$ cat config.mk
export PLATFORM = sky130hd
export DESIGN_NAME = mac_acc_requant
export DESIGN_NICKNAME = d
export VERILOG_FILES = /design/src/rtl/mac_acc_requant.sv
export SDC_FILE = /design/constraint.sdc
export NUM_CORES = 1
export LEC_CHECK = 0
export BUFFER_PORTS_ARGS = -buffer_cell sky130_fd_sc_hd__buf_2
export CORE_UTILIZATION = 43
export CTS_CLUSTER_SIZE = 30
export DETAILED_ROUTE_END_ITERATION = 16
export GPL_ROUTABILITY_DRIVEN = 0
export PLACE_DENSITY_LB_ADDON = 0.25
export SETUP_SLACK_MARGIN = 0.4
export SLEW_MARGIN = 20
export SYNTH_ARGS = -nofsm -noshare
export SYNTH_HDL_FRONTEND = slang
export SYNTH_SLANG_ARGS = --single-unit
$ cat constraint.sdc
create_clock -name i_clk -period 12.5 [get_ports i_clk]
set_input_delay 1.25 -clock i_clk [delete_from_list [all_inputs] [get_ports i_clk]]
set_output_delay 1.25 -clock i_clk [all_outputs]
set_load 0.01 [all_outputs]
$ cat src/rtl/mac_acc_requant.sv
// Group accumulator for Q6.26 MAC products: saturating wide accumulate, then
// round-half-up requantisation to Q4.12 with optional ReLU and output saturation.
module mac_acc_requant #(
    parameter int ACC_W = 40,
    parameter bit RELU  = 1'b0
) (
    input  logic               i_clk,
    input  logic               i_rst,
    input  logic               i_valid,
    output logic               o_ready,
    input  logic signed [31:0] i_prod,
    input  logic               i_last,
    output logic               o_valid,
    input  logic               i_ready,
    output logic signed [15:0] o_act,
    output logic               o_sat
);

    // Width of the requantised value before clamping to 16 bits.
    localparam int RW = ACC_W - 13;

    localparam logic signed [ACC_W-1:0] ACC_MAX  = {1'b0, {(ACC_W-1){1'b1}}};
    localparam logic signed [ACC_W-1:0] ACC_MIN  = {1'b1, {(ACC_W-1){1'b0}}};
    localparam logic signed [ACC_W:0]   RND_HALF = {{(ACC_W-13){1'b0}}, 1'b1, 13'b0};

    logic signed [ACC_W-1:0] acc;
    logic                    first;
    logic                    acc_sat;

    logic                    acc_beat;
    logic signed [ACC_W-1:0] base;
    logic signed [ACC_W:0]   wide;
    logic                    add_ovf;
    logic signed [ACC_W-1:0] sum;
    logic                    grp_sat;
    logic signed [ACC_W:0]   rnd;
    logic signed [RW-1:0]    r;
    logic signed [RW-1:0]    r_clip;
    logic                    req_ovf;
    logic [15:0]             act_next;
    logic                    unused_frac;

    assign o_ready  = ~o_valid | i_ready;
    assign acc_beat = i_valid & o_ready;

    // NOTE: every signal driven here gets a value on every path, so no latch is inferred.
    always_comb begin
        base    = first ? '0 : acc;
        wide    = {base[ACC_W-1], base} + {{(ACC_W-31){i_prod[31]}}, i_prod};
        add_ovf = wide[ACC_W] ^ wide[ACC_W-1];
        sum     = wide[ACC_W-1:0];
        if (add_ovf) begin
            sum = wide[ACC_W] ? ACC_MIN : ACC_MAX;
        end
        // Saturation is sticky across the group so the output reports it.
        grp_sat = (~first & acc_sat) | add_ovf;

        rnd         = {sum[ACC_W-1], sum} + RND_HALF;
        r           = rnd[ACC_W:14];
        unused_frac = ^rnd[13:0];
        r_clip      = (RELU && r[RW-1]) ? '0 : r;

        // Fits in 16 bits only if every bit above bit 15 copies bit 15.
        req_ovf  = (r_clip[RW-1:16] != {(RW-16){r_clip[15]}});
        act_next = r_clip[15:0];
        if (req_ovf) begin
            act_next = r_clip[RW-1] ? 16'h8000 : 16'h7FFF;
        end
    end

    // NOTE: sequential state uses non-blocking assignments so all registers update together.
    always_ff @(posedge i_clk) begin
        if (i_rst) begin
            acc     <= '0;
            first   <= 1'b1;
            acc_sat <= 1'b0;
            o_valid <= 1'b0;
            o_act   <= '0;
            o_sat   <= 1'b0;
        end else begin
            if (o_valid && i_ready) begin
                o_valid <= 1'b0;
            end
            if (acc_beat) begin
                if (i_last) begin
                    o_act   <= act_next;
                    o_sat   <= req_ovf | grp_sat;
                    o_valid <= 1'b1;
                    acc     <= '0;
                    first   <= 1'b1;
                    acc_sat <= 1'b0;
                end else begin
                    acc     <= sum;
                    first   <= 1'b0;
                    acc_sat <= grp_sat;
                end
            end
        end
    end

endmodule

==> reports/qor.txt <==
===============================================================================================
Number of rows created at floorplan                                                          44
Antenna violations before repair                                                              0
Clock tree from TritonCTS                                                                 built
Die boundary width                                                                       125 µm
Critical path depth                                                                          21
First-pass GRT wire length                                                             32900 µm
Pins over their slew limit                                                                    0
Remaining antenna violation count after routing                                               0
Top flip-flop cell by instance count after synthesis                               sky130_fd_sc_hd__dfxtp_1
CP arrival                                                                              6.90 ns
Slew at the pin with the worst max-slew slack                                          0.731 ns
Height of the die                                                                        125 µm
Synth-to-layout area growth                                                               9.30%
Leading cell types in the layout, fill and taps excluded                           94 x sky130_fd_sc_hd__nor2_1, 83 x sky130_fd_sc_hd__a21oi_1, 82 x sky130_fd_sc_hd__nand2_1, 60 x sky130_fd_sc_hd__dfxtp_1, 55 x sky130_fd_sc_hd__buf_2
Violations in the final reports                                                    design-rule violations
I/O pin count                                                                                56
Worst path cell trace                                                              buf_4, nor2b_1, ha_1, nand4_1, nor2_1, nand4b_1, a211o_1, a21oi_1, o22a_1, o21ai_0, o21ai_0, ha_1, inv_1, a2111oi_4, a21oi_2, nor3_4, a21boi_0, nor4bb_1, o211ai_2, or4_1, and3_1
Post-synthesis register bit count                                                            60
Clock input transition at the sequential cells of the worst setup and hold paths        0.06 ns
Worst hold path cell count                                                                    2
Post-Layout Cell Count                                                                     1095
Number of buffers inserted for hold repair after clock tree synthesis                         0
Count of vias placed by the detailed router                                                6812
Mean number of vias per cell                                                               6.22
Summed negative setup slack over all endpoints                                             0 ns
Total routed wirelength                                                                20400 µm
H-tree lvl count                                                                              3
Sequential element share of the synthesized area                                          18.4%
Total number of yosys warnings                                                                0
Tot GR Track Use                                                                          26.2%
Type of destination of the critical path                                              flip-flop
Port buffer count                                                                            55
Fill cell instance count of the final layout                                               1535
Max Clk Rate                                                                            150 MHz
Number of standard cells after synthesis                                                    890
Depth of the worst register-to-register path                                                 21
Core area                                                                             14700 µm²
Clock latency on the worst-skew pair                                                    0.35 ns
Crit path launch type                                                                 flip-flop
Post-cts sizing count                                                                         0
Reg2Reg Capture Point                                                                  o_act[7]
Critical Path Start                                                                       first
Ratio of total power to cell area                                                   90.6 nW/µm²
Status                                                                             finished with violations
End point of the critical path                                                         o_act[7]
Diodes inserted                                                                               0
Fraction of layout instances using a drive strength above 1                               13.1%
Syn Area/Cell                                                                          7.34 µm²
Count of unresolved DRC violations after routing                                              3
Crit path required time                                                                12.74 ns
Wire length per cell                                                                    18.6 µm
Min-delay worst type                                                               flip-flop to flip-flop
Congestion Overflow GR                                                                        0
Unrepaired setup endpoints after global routing                                           false
Die area                                                                              15700 µm²
Top cells by area in the synthesized netlist                                       sky130_fd_sc_hd__dfxtp_1 18%, sky130_fd_sc_hd__ha_1 7.8%, sky130_fd_sc_hd__a21oi_1 6.4%
Layout Skew                                                                           0.0134 ns
Final Power                                                                              647 µW
Yosys top cell by area                                                             sky130_fd_sc_hd__dfxtp_1
Setup Viol. Count Final                                                                       0
Final instance area                                                                    7140 µm²
Portion of the clock cycle consumed by the worst path in the final layout                 53.2%
Remaining max-slew budget at the tightest pin                                             51.3%
Number of max-cap violations                                                                  0
Placed wire-length estimate                                                            15200 µm
Placed cells                                                                               1079
Slowest cell on the critical path                                                  sky130_fd_sc_hd__o22a_1
Mapped Nets                                                                                 969
Cell leakage power                                                                   0.00278 µW
Mapped Area                                                                            6540 µm²
Clk Tree Root Cell                                                                 sky130_fd_sc_hd__clkbuf_16
Detailed-routing iteration count for the pre-antenna-repair pass                             12
Critical path buffer and inverter count                                                       2
DRC violation total after the first TritonRoute iteration                                   785
Tmin final                                                                              6.66 ns
Count of buffers added by post-CTS timing repair for setup                                    0
Cell area after placement                                                              6860 µm²
Maximum net fanout on the critical path                                                      33
Total clock sinks                                                                            60
Register cell area after layout                                                        1200 µm²
Final #Nets                                                                                 985
Distinct cells, synth                                                                        89
Vias in the first global route                                                             6044
Share of flip-flops with an asynchronous set or reset after synthesis                        0%
Family of cells with the greatest summed delay on the critical path                compound AO/OA/AOI/OAI gates
Max clock buf depth                                                                           2
Number of hold violations in the final report                                                 0
Area taken by multi-input logic gates                                                  5050 µm²
Maximum number of pins on one net before global-route repair                                 61
Maximum ir drop on the vdd rail                                                     0.0000917 V
Maximum single-stage delay on the critical path                                         0.65 ns
Start of the worst register-to-register path                                              first
Starting density of the core                                                              44.5%
Post-synth EDFFs                                                                              0
Clock buffer count from CTS                                                                   9
Area share of the largest cell type after synthesis                                       18.4%
Setup CP Type                                                                      flip-flop to flip-flop
Most common cell after layout, fill and taps aside                                 sky130_fd_sc_hd__nor2_1
Reg2Reg Setup Slack                                                                     5.84 ns
===============================================================================================
[worst min-delay path by stage]
stage,startpoint,to
CTS,acc[14],acc[14]
global placement,acc[1],acc[1]
detailed placement,acc[14],acc[14]
floorplan,acc[0],acc[0]
finish,acc[1],acc[1]
global route,acc[14],acc[14]
[logic make-up (layout without fill, tap and decap cells)]
group,after synthesis,count (layout),synth area share [%]
AND/OR/NAND/NOR,361,361,28.6
AO/OA/AOI/OAI,302,302,32.7
buffers and inverters,70,91,4.44
flip-flops,60,60,18.4
adder cells (fa/ha/maj),52,52,9.69
XOR/XNOR,39,39,5.23
multiplexers,6,6,0.976
[layer usage]
layer	routed length [µm]	GRT usage (%)	vias to the layer above
met5	0	0	-
met4	190	5.52	0
met3	1630	5.35	13
met2	8490	38.0	260
met1	10100	39.5	3177
li1	-	-	3362
[tightest hold or removal path, stage by stage (launching register included)]
cell and delay (ns):
sky130_fd_sc_hd__dfxtp_1 0.30, sky130_fd_sc_hd__nand2_1 0.05, sky130_fd_sc_hd__a21oi_1 0.05
[metrics by stage]
stage | util [%] | setup WS [ns] | hold WS [ns]
final | 48.6 | 5.84 | 0.446
after floorplan | - | 6.41 | 0.427
after detailed placement | 46.7 | 5.74 | 0.440
after global placement | 46.7 | 5.94 | 0.434
after CTS | 48.6 | 5.90 | 0.448
after global routing | 48.6 | 5.15 | 0.471
[synthesized netlist by cell type, drive strengths merged, types with 4 or more instances]
cell / count
a2111oi: 7
a211o: 4
a211oi: 9
a21o: 12
a21oi: 87
a22oi: 21
a2bb2oi: 4
a311oi: 4
a31oi: 8
and2: 8
and3: 11
and4: 8
buf: 18
clkbuf: 42
dfxtp: 60
ha: 41
inv: 10
maj3: 10
nand2: 84
nand2b: 5
nand3: 14
nand4: 24
nor2: 96
nor2b: 42
nor3: 18
nor3b: 15
nor4: 12
o211ai: 30
o21a: 15
o21ai: 48
o21bai: 17
o221ai: 4
or2: 5
or3: 6
or4: 6
xnor2: 25
xor2: 14
[where the power goes]
part / leakage (µW) / internal [µW] / total, µW / switching, µW
clock network: 0.000136 / 135 / 238 / 103
registers: 0.000491 / 202 / 209 / 6.68
logic: 0.00215 / 71.5 / 200 / 129
total: 0.00278 / 409 / 647 / 238
[area by class of cell]
cell class              count  share of cell area [%]
clock inverters             7                   0.736
repair buffers             65                    4.90
multi-input cells         760                    70.6
well taps                 184                    3.22
clock buffers               9                    3.15
inverters                  10                   0.525
flip-flops and latches     60                    16.8
[sequential cells by signal (all words and copies together), names as in the netlist]
signal	cells
first	1
o_valid	1
acc	40
acc_sat	1
o_sat	1
o_act	16
Note: power is estimated with default switching activity, not from simulation.
